--- config.mk ---
export PLATFORM = sky130hd
export DESIGN_NAME = mc_controller
export DESIGN_NICKNAME = d
export VERILOG_FILES = /design/src/rtl/mc_pkg.sv /design/src/rtl/mc_mainfsm.sv /design/src/rtl/mc_controller.sv
export SDC_FILE = /design/constraint.sdc
export NUM_CORES = 1
export LEC_CHECK = 0
export CELL_PAD_IN_SITES_DETAIL_PLACEMENT = 1
export CELL_PAD_IN_SITES_GLOBAL_PLACEMENT = 1
export CORE_MARGIN = 3
export CORE_UTILIZATION = 25
export CTS_CLUSTER_DIAMETER = 30
export CTS_CLUSTER_SIZE = 24
export DETAILED_ROUTE_END_ITERATION = 16
export GPL_TIMING_DRIVEN = 1
export PLACE_DENSITY_LB_ADDON = 0.3
export SYNTH_ARGS = -nofsm -noshare
export SYNTH_HDL_FRONTEND = slang
export SYNTH_SLANG_ARGS = --single-unit
--- constraint.sdc ---
create_clock -name clk -period 3.45 [get_ports clk]
set_clock_uncertainty 0.1 [all_clocks]
set_input_delay 1.035 -clock clk [delete_from_list [all_inputs] [get_ports clk]]
set_output_delay 1.035 -clock clk [all_outputs]
set_load 0.01 [all_outputs]
--- src/rtl/mc_pkg.sv ---
// mc_pkg: shared definitions for the multicycle RV32I control unit.
//   state_t          FSM states, one per clock of an instruction
//   OP_*             supported major opcodes (Instr[6:0])
//   ALUOP_*          main-FSM request to the ALU decoder
//   ALU_*            ALUControl encodings driven to the datapath ALU
//   IMM_*            ImmSrc encodings for the immediate extender
//   RES_*            ResultSrc mux encodings
//   SRCA_* / SRCB_*  ALU operand mux encodings
//   op_supported()   true for every opcode the FSM knows how to sequence
package mc_pkg;

  typedef enum logic [3:0] {
    FETCH,
    DECODE,
    MEMADR,
    MEMREAD,
    MEMWRITE,
    MEMWB,
    EXECUTER,
    EXECUTEI,
    ALUWB,
    JAL,
    BRANCH
  } state_t;

  localparam logic [6:0] OP_LOAD   = 7'b0000011;
  localparam logic [6:0] OP_STORE  = 7'b0100011;
  localparam logic [6:0] OP_RTYPE  = 7'b0110011;
  localparam logic [6:0] OP_ITYPE  = 7'b0010011;
  localparam logic [6:0] OP_JAL    = 7'b1101111;
  localparam logic [6:0] OP_BRANCH = 7'b1100011;

  localparam logic [1:0] ALUOP_ADD   = 2'b00;
  localparam logic [1:0] ALUOP_SUB   = 2'b01;
  localparam logic [1:0] ALUOP_FUNCT = 2'b10;

  localparam logic [2:0] ALU_ADD = 3'b000;
  localparam logic [2:0] ALU_SUB = 3'b001;
  localparam logic [2:0] ALU_AND = 3'b010;
  localparam logic [2:0] ALU_OR  = 3'b011;
  localparam logic [2:0] ALU_SLT = 3'b101;

  localparam logic [1:0] IMM_I = 2'b00;
  localparam logic [1:0] IMM_S = 2'b01;
  localparam logic [1:0] IMM_B = 2'b10;
  localparam logic [1:0] IMM_J = 2'b11;

  localparam logic [1:0] RES_ALUOUT    = 2'b00;
  localparam logic [1:0] RES_DATA      = 2'b01;
  localparam logic [1:0] RES_ALURESULT = 2'b10;

  localparam logic [1:0] SRCA_PC    = 2'b00;
  localparam logic [1:0] SRCA_OLDPC = 2'b01;
  localparam logic [1:0] SRCA_RD1   = 2'b10;

  localparam logic [1:0] SRCB_RD2  = 2'b00;
  localparam logic [1:0] SRCB_IMM  = 2'b01;
  localparam logic [1:0] SRCB_FOUR = 2'b10;

  function automatic logic op_supported(input logic [6:0] op);
    return (op == OP_LOAD)  || (op == OP_STORE) || (op == OP_RTYPE) ||
           (op == OP_ITYPE) || (op == OP_JAL)   || (op == OP_BRANCH);
  endfunction

endpackage

--- src/rtl/mc_mainfsm.sv ---
// mc_mainfsm: state register, next-state logic and per-state Moore outputs
// of the multicycle controller.
//   clk, reset   core clock, synchronous active-high reset
//   op           Instr[6:0] from the instruction register
//   pc_update    unconditional PC write request (FETCH, JAL)
//   branch       conditional PC write request (BRANCH)
//   adr_src, mem_write, ir_write, reg_write   datapath enables/select
//   result_src, alu_src_a, alu_src_b          datapath mux selects
//   alu_op       request to the ALU decoder
//   instr_done   pulse in the last state of every instruction
//   illegal      pulse in DECODE for an unsupported opcode
module mc_mainfsm
  import mc_pkg::*;
(
  input  logic       clk,
  input  logic       reset,
  input  logic [6:0] op,
  output logic       pc_update,
  output logic       branch,
  output logic       adr_src,
  output logic       mem_write,
  output logic       ir_write,
  output logic       reg_write,
  output logic [1:0] result_src,
  output logic [1:0] alu_src_a,
  output logic [1:0] alu_src_b,
  output logic [1:0] alu_op,
  output logic       instr_done,
  output logic       illegal
);

  state_t state;
  state_t cur;

  // NOTE: state is sequential, so it is only ever assigned with <=; the
  // combinational block below uses = so later lines see earlier values.
  always_ff @(posedge clk) begin
    if (reset) begin
      state <= FETCH;
    end else begin
      case (state)
        FETCH:    state <= DECODE;
        DECODE: begin
          case (op)
            OP_LOAD, OP_STORE: state <= MEMADR;
            OP_RTYPE:          state <= EXECUTER;
            OP_ITYPE:          state <= EXECUTEI;
            OP_JAL:            state <= JAL;
            OP_BRANCH:         state <= BRANCH;
            default:           state <= FETCH;
          endcase
        end
        MEMADR:   state <= op[5] ? MEMWRITE : MEMREAD;
        MEMREAD:  state <= MEMWB;
        MEMWB:    state <= FETCH;
        MEMWRITE: state <= FETCH;
        EXECUTER: state <= ALUWB;
        EXECUTEI: state <= ALUWB;
        JAL:      state <= ALUWB;
        ALUWB:    state <= FETCH;
        BRANCH:   state <= FETCH;
        default:  state <= FETCH;
      endcase
    end
  end

  // During reset the outputs already show FETCH selects, so a reset that
  // lands mid-instruction never leaves a stale memory address or mux path.
  assign cur = reset ? FETCH : state;

  // NOTE: every output gets a default before the case so no path through
  // this block leaves a value held, which would infer a latch.
  always_comb begin
    pc_update  = 1'b0;
    branch     = 1'b0;
    adr_src    = 1'b0;
    mem_write  = 1'b0;
    ir_write   = 1'b0;
    reg_write  = 1'b0;
    result_src = RES_ALUOUT;
    alu_src_a  = SRCA_PC;
    alu_src_b  = SRCB_RD2;
    alu_op     = ALUOP_ADD;
    instr_done = 1'b0;
    illegal    = 1'b0;

    case (cur)
      FETCH: begin
        ir_write   = 1'b1;
        alu_src_b  = SRCB_FOUR;
        result_src = RES_ALURESULT;
        pc_update  = 1'b1;
      end
      DECODE: begin
        // Branch target is precomputed here into ALUOut.
        alu_src_a  = SRCA_OLDPC;
        alu_src_b  = SRCB_IMM;
        // The IR is loaded at the end of FETCH, so op is only valid from
        // DECODE onward; the illegal check therefore lives here.
        illegal    = !op_supported(op);
        instr_done = !op_supported(op);
      end
      MEMADR: begin
        alu_src_a = SRCA_RD1;
        alu_src_b = SRCB_IMM;
      end
      MEMREAD: begin
        adr_src = 1'b1;
      end
      MEMWRITE: begin
        adr_src    = 1'b1;
        mem_write  = 1'b1;
        instr_done = 1'b1;
      end
      MEMWB: begin
        result_src = RES_DATA;
        reg_write  = 1'b1;
        instr_done = 1'b1;
      end
      EXECUTER: begin
        alu_src_a = SRCA_RD1;
        alu_op    = ALUOP_FUNCT;
      end
      EXECUTEI: begin
        alu_src_a = SRCA_RD1;
        alu_src_b = SRCB_IMM;
        alu_op    = ALUOP_FUNCT;
      end
      ALUWB: begin
        reg_write  = 1'b1;
        instr_done = 1'b1;
      end
      JAL: begin
        alu_src_a = SRCA_OLDPC;
        alu_src_b = SRCB_FOUR;
        pc_update = 1'b1;
      end
      BRANCH: begin
        alu_src_a  = SRCA_RD1;
        alu_op     = ALUOP_SUB;
        branch     = 1'b1;
        instr_done = 1'b1;
      end
      default: ;
    endcase

    // No architectural write may happen in a reset cycle.
    if (reset) begin
      pc_update  = 1'b0;
      branch     = 1'b0;
      mem_write  = 1'b0;
      ir_write   = 1'b0;
      reg_write  = 1'b0;
      instr_done = 1'b0;
      illegal    = 1'b0;
    end
  end

endmodule

--- src/rtl/mc_controller.sv ---
// mc_controller: multicycle control unit for the RV32I-subset core.
//   clk, reset         core clock, synchronous active-high reset
//   op, funct3, funct7b5   instruction fields from the IR
//   Zero, notZero, LessThan, GreaterEqual   ALU compare flags
//   PCWrite, AdrSrc, MemWrite, IRWrite, RegWrite   datapath enables
//   ResultSrc, ALUSrcA, ALUSrcB, ImmSrc, ALUControl   datapath selects
//   InstrDone          pulse in the final state of each instruction
//   Illegal            pulse in DECODE on an unsupported opcode
// Contains the main FSM plus the ALU decoder, immediate decoder and the
// PC enable logic.
module mc_controller
  import mc_pkg::*;
(
  input  logic       clk,
  input  logic       reset,
  input  logic [6:0] op,
  input  logic [2:0] funct3,
  input  logic       funct7b5,
  input  logic       Zero,
  input  logic       notZero,
  input  logic       LessThan,
  input  logic       GreaterEqual,
  output logic       PCWrite,
  output logic       AdrSrc,
  output logic       MemWrite,
  output logic       IRWrite,
  output logic [1:0] ResultSrc,
  output logic [1:0] ALUSrcA,
  output logic [1:0] ALUSrcB,
  output logic       RegWrite,
  output logic [1:0] ImmSrc,
  output logic [2:0] ALUControl,
  output logic       InstrDone,
  output logic       Illegal
);

  logic       pc_update;
  logic       branch;
  logic [1:0] alu_op;
  logic       cond_branch;

  mc_mainfsm u_mainfsm (
    .clk        (clk),
    .reset      (reset),
    .op         (op),
    .pc_update  (pc_update),
    .branch     (branch),
    .adr_src    (AdrSrc),
    .mem_write  (MemWrite),
    .ir_write   (IRWrite),
    .reg_write  (RegWrite),
    .result_src (ResultSrc),
    .alu_src_a  (ALUSrcA),
    .alu_src_b  (ALUSrcB),
    .alu_op     (alu_op),
    .instr_done (InstrDone),
    .illegal    (Illegal)
  );

  // ALU decoder. Subtract needs op[5] as well as funct7b5 because I-type
  // immediates reuse bit 30, so addi with a negative immediate stays add.
  always_comb begin
    ALUControl = ALU_ADD;
    case (alu_op)
      ALUOP_ADD: ALUControl = ALU_ADD;
      ALUOP_SUB: ALUControl = ALU_SUB;
      ALUOP_FUNCT: begin
        case (funct3)
          3'b000:  ALUControl = (op[5] && funct7b5) ? ALU_SUB : ALU_ADD;
          3'b010:  ALUControl = ALU_SLT;
          3'b110:  ALUControl = ALU_OR;
          3'b111:  ALUControl = ALU_AND;
          default: ALUControl = ALU_ADD;
        endcase
      end
      default: ALUControl = ALU_ADD;
    endcase
  end

  // Immediate format depends on the opcode alone.
  always_comb begin
    ImmSrc = IMM_I;
    case (op)
      OP_LOAD, OP_ITYPE: ImmSrc = IMM_I;
      OP_STORE:          ImmSrc = IMM_S;
      OP_BRANCH:         ImmSrc = IMM_B;
      OP_JAL:            ImmSrc = IMM_J;
      default:           ImmSrc = IMM_I;
    endcase
  end

  // Branch condition; only consulted when the FSM raises branch, so the
  // flags have no effect on PCWrite in any other state.
  always_comb begin
    cond_branch = 1'b0;
    case (funct3)
      3'b000:  cond_branch = Zero;
      3'b001:  cond_branch = notZero;
      3'b100:  cond_branch = LessThan;
      3'b101:  cond_branch = GreaterEqual;
      default: cond_branch = 1'b0;
    endcase
  end

  assign PCWrite = pc_update | (branch & cond_branch);

endmodule

Word-level counts from Yosys, hierarchy flattened:

Index checks and enable logic that the tools add are counted.

* divide/modulo/power cells: 0
* eq/ne operators: 30
* add/sub/neg operators: 0
* mux-type cells: 28
* bitwise logic cells: 2
* reduce and logical (&&, ||, !) cells: 20
* multiply operators: 0
* shift operators: 0
* $lt $le $gt $ge: 0

Operator list (count)
* 4-bit one-hot mux with 5 select lines: 2
* 4-bit by 3-bit == test with 1-bit output (second input constant): 6
* 4-bit by 2-bit == test with 1-bit output (second input constant): 4
* 4-bit == test (second input constant): 4
* 2-bit one-hot mux with 2 select lines: 4
* 1-bit two-way mux: 15
* 7-bit by 6-bit == test with 1-bit output (second input constant): 2
* 7-bit == test (second input constant): 2
* 3-bit == test (second input constant): 4
* 3-bit one-hot mux with 4 select lines: 1
* 2-bit OR reduction: 6
* 4-bit by 1-bit == test with 1-bit output (second input constant): 2
* 4-bit logical NOT: 2
* 4-bit OR reduction: 2
* 7-bit by 2-bit == test with 1-bit output (second input constant): 1
* 7-bit by 5-bit == test with 1-bit output (second input constant): 1
* 2-bit one-hot mux with 3 select lines: 1
* 3-bit one-hot mux with 2 select lines: 1
* 3-bit OR reduction: 2
* 1-bit logical OR: 5
* 4-bit two-way mux: 1
* 1-bit one-hot mux with 4 select lines: 1
* 3-bit by 1-bit == test with 1-bit output (second input constant): 1
* 3-bit by 2-bit == test with 1-bit output (second input constant): 1
* 9 further kinds: 9

* bits in writable memories: 0
* bits of input ports: 17
* ROM bits: 0
* bits in registers: 4
* logic and storage cells: 81
* output and inout bits: 18
* memories kept: 0
* bits in latches: 0

Depth between registers and ports, before layout:

* depth in word-level cells: 9
* depth in mapped cells: 8
* depth with buffers taken out: 7

Hierarchy:

A second synthesis with hierarchy kept.

* cell total of the unflattened synthesis: 92
* area total of the unflattened synthesis: 640.6 µm²

Modules (own cells, without submodules)
* mc_mainfsm: times used 1, cells an instance 71, area an instance 481.7 µm²
* mc_controller: times used 1, cells an instance 21, area an instance 158.9 µm²

Worst setup path after synthesis:

Ideal clock, no wire load.

* path kind: input port to output port
* start: input port reset
* end: output port ALUControl[2]
* path buffers: 1
* arrival: 2.264 ns
* slack: 0.051 ns
* required time: 2.315 ns
* cell stages on the path: 5
* cell sequence: clkbuf_1 -> nor3_1 -> nand2_1 -> ha_1 -> nor4_1

* longest elaborated chain between the ends: 6
* elaborated cells between the ends (all ways): 9

Ends and longest elaborated chain
* from (decl): RTL line mc_controller.sv:15 `input logic reset,`
* 4-bit two-way mux (*): RTL line mc_mainfsm.sv:69 `assign cur = reset ? FETCH : state;`
* 4-bit by 3-bit == test with 1-bit output: RTL line mc_mainfsm.sv:87 `case (cur)`
* 2-bit OR reduction (no source line)
* 2-bit one-hot mux with 2 select lines (*): RTL line mc_mainfsm.sv:87
* 2-bit == test / 2-bit by 1-bit == test with 1-bit output (equally long branches): RTL line mc_controller.sv:64 `case (alu_op)`
* 3-bit one-hot mux with 2 select lines (*): RTL line mc_controller.sv:64
* to (decl): RTL line mc_controller.sv:32 `output logic [2:0] ALUControl,`

Every way passes the cells marked *; elsewhere a longest branch is shown, timed or not.

Worst setup path in the final report:

* start: input port reset
* end: output port ResultSrc[1]

* longest elaborated chain between the ends: 3
* elaborated cells between the ends (all ways): 4

Ends and longest elaborated chain
* 4-bit two-way mux (*): RTL line mc_mainfsm.sv:69
* 4-bit by 3-bit == test with 1-bit output / 4-bit logical NOT (equally long branches): RTL line mc_mainfsm.sv:87
* 2-bit one-hot mux with 2 select lines (*): RTL line mc_mainfsm.sv:87
* to (decl): RTL line mc_controller.sv:27 `output logic [1:0] ResultSrc,`

Marks and branches as above.

==> impl_metrics.tcl <==
set metrics [dict create \
    regArea_um2 80.1 \
    regMostFlops "u_mainfsm.state" \
    syn_area_um2 651 \
    layout-drive-gt1-share_pct 37.9 \
    fin_ws_ns 0.0981 \
    synth_fa_ha_area_share_pct 3.85 \
    synth.most_common_cell "nor2_1" \
    status "completed" \
    r2r-end "u_mainfsm.state[0]" \
    power_uw 200 \
    crit_fanout 8 \
    drcViolationCount 0 \
    grt_overflow 0 \
    reg2reg_from "u_mainfsm.state[1]" \
    synth_area_leader_cell "dfxtp_1" \
    ys.flop_type "dfxtp_1" \
    endpoint_kind "output port" \
    cts-root-buf "clkbuf_4" \
    htreeDepth 1 \
    min_path_cells 4 \
    ys_seq_elements 4 \
    drt_iter0_drc 21 \
    ir_drop_v 0.000207 \
    dieWidth_um 57.0 \
    yosys-mux-area-fraction_pct 6.15 \
    nets 174 \
    core-area_um2 2340 \
    synth_top_family_by_area "simple AND/OR/NAND/NOR gates" \
    reg2reg_depth 5 \
    antenna_found_initial 0 \
    gp_congestion 0.791 \
    grt_usage_pct 18.2 \
    syn_area_per_cell_um2 6.64 \
    rsz0062_at_grt "true" \
    ys_async_sr_fraction_pct 0 \
    initial_core_util_pct 27.8 \
    post-dp-hpwl_um 2250 \
    whs_endpoint "u_mainfsm.state[1]" \
    drv_slew 0 \
    holdCritStartpoint "u_mainfsm.state[0]" \
    grt_pass1_vias 1008 \
    syn_inst 98 \
    synth_edf_count 0 \
    routed_wirelength_um 3000 \
    grt_first_pass_wirelength_um 4840 \
    power.density_nw_per_um2 158 \
    worst_ep_arrival_time_ns 2.22 \
    netlist_top_cells_count "nor2_1 (12), nor3_1 (8), a21oi_1 (7)" \
    syn_nets 117 \
    hold_viol 0 \
    wl_per_cell_um 16.6 \
    clk_pin_slew_ns 0.03 \
    post-place-ws_ns -0.812 \
    worst-setup-path-type "in2out" \
    area_delta_synth_final_pct 95.6 \
    seq_area_frac_synth_pct 12.3 \
    hold_path_class "reg2reg" \
    clock_latency_ns 0.22 \
    ys_top_cells_by_area "dfxtp_1 (12%), nor2_1 (6.9%), mux2i_1 (6.2%), nor3_1 (6.2%), a21oi_1 (5.4%)" \
    ant_nets 0 \
    synth_simple_gate_area_share_pct 49.0 \
    yosysTopAreaCellShare_pct 12.3 \
    fmax_mhz 298 \
    setup_viol 0 \
    synth-xor-area-share_pct 1.35 \
    grt_max_degree 18 \
    regToRegSetupSlack_ns 1.75 \
    io_pins 35 \
    synth.distinct_cells 36 \
    firstDrtPassIters 4 \
    synth-compound-area-share_pct 19.8 \
    multi_input_area_um2 618 \
    tightest_slew_ns 0.434 \
    viasPerCell 5.31 \
    slew_headroom_pct 70.7 \
    largest_register_ff_count 4 \
    worstPathRequired_ns 2.31 \
    die_area_um2 3250 \
    period_minus_slack_ns 3.35 \
    leakage_uw 0.000614 \
    n_fill_cell 300 \
    cts_buffers 3 \
    cp-start-kind "input pin" \
    rows 17 \
    top_regs "u_mainfsm.state: 4 flops" \
    dr_total_vias 962 \
    post-route-util_pct 54.4 \
    antenna_cells 0 \
    period_share_pct 97.2 \
    cts_tree "done" \
    clockBufferDepth 2 \
    yosys_warnings 0 \
    maxCapViolCount 0 \
    clock_sinks 4 \
    io_buffers 34 \
    die_h_um 57.0 \
]
report_power, final:
group / leakage, uW / switching, uW / internal, uW
clock network: 0.0000138 / 15.9 / 38.7
registers: 0.0000326 / 1.12 / 48.0
logic: 0.000567 / 46.0 / 50.8
total: 0.000614 / 63.0 / 137
cells by family (layout without fill, tap and decap cells):
logic type | Yosys count | in the layout
mux | 4 | 4
xor+xnor | 1 | 1
simple gates | 55 | 55
buf+inv | 12 | 67
flops | 4 | 4
compound gates | 20 | 20
fa+ha+maj | 2 | 2
cells in the final DEF (no fill, tap or decap), drive strengths merged, types with 4 or more instances in the layout:
cell,synthesis,routed
buf,2,32
clkdlybuf4s50,0,12
nor2,12,12
nor3,8,8
dlymetal6s2s,0,7
a21oi,7,7
nand2,7,7
inv,6,6
nor4,6,6
nor2b,5,5
nand2b,4,4
dlygate4sd2,0,4
dfxtp,4,4
and3,4,4
clkbuf,4,4
mux2i,4,4
o21ai,4,4
final cells by class:
type                    count  area share (%)
multi-input cells          82            48.6
repair buffers             58            38.8
flip-flops and latches      4            6.29
well taps                  28            2.75
clock buffers               3            1.77
inverters                   6            1.77
worst max path at each step:
stage / slack, ns / endpoint / start
detailed placement: -0.81 / ALUControl[2] / reset
global placement: -0.70 / ALUControl[2] / reset
floorplan: 0.05 / ALUControl[2] / reset
finish: 0.1 / ResultSrc[1] / reset
CTS: -0.01 / InstrDone / op[5]
global route: -0.004 / PCWrite / funct3[2]
through the flow:
| step | hold WS [ns] | TNS [ns] | cell area (um2) | std cells |
|---|---|---|---|---|
| after CTS | 0.620 | -0.0113 | 1220 | 180 |
| after global routing | 0.690 | -0.00359 | 1270 | 181 |
| after floorplan | 0.563 | 0 | 651 | 98 |
| after detailed placement | 0.602 | -6.04 | 1130 | 171 |
| final | 0.638 | 0 | 1270 | 181 |
| after global placement | 0.587 | -5.29 | 1130 | 171 |
layer usage:
metal	vias to the layer above	GRT usage [%]	wire length, um
met2	19	32.6	1560
met1	474	23.2	1350
met4	0	2.65	0
met5	-	0	0
met3	0	2.94	87
li1	469	-	-
worst max-delay path, cell delays in order:
cell             delay (ns)
buf_2                  0.17
buf_4                  0.19
inv_1                  0.11
o31ai_1                0.10
clkdlybuf4s50_1        0.61
what timing repair did:
item	4_1_cts	5_1_grt
cloned	0	0
resized for setup	51	26
setup buffers	6	1
pin swaps	4	7
endpoints found under the setup margin	18	10
endpoints found under the hold margin	0	0
hold buffers	0	0
Power figures use the tool's default switching activity.
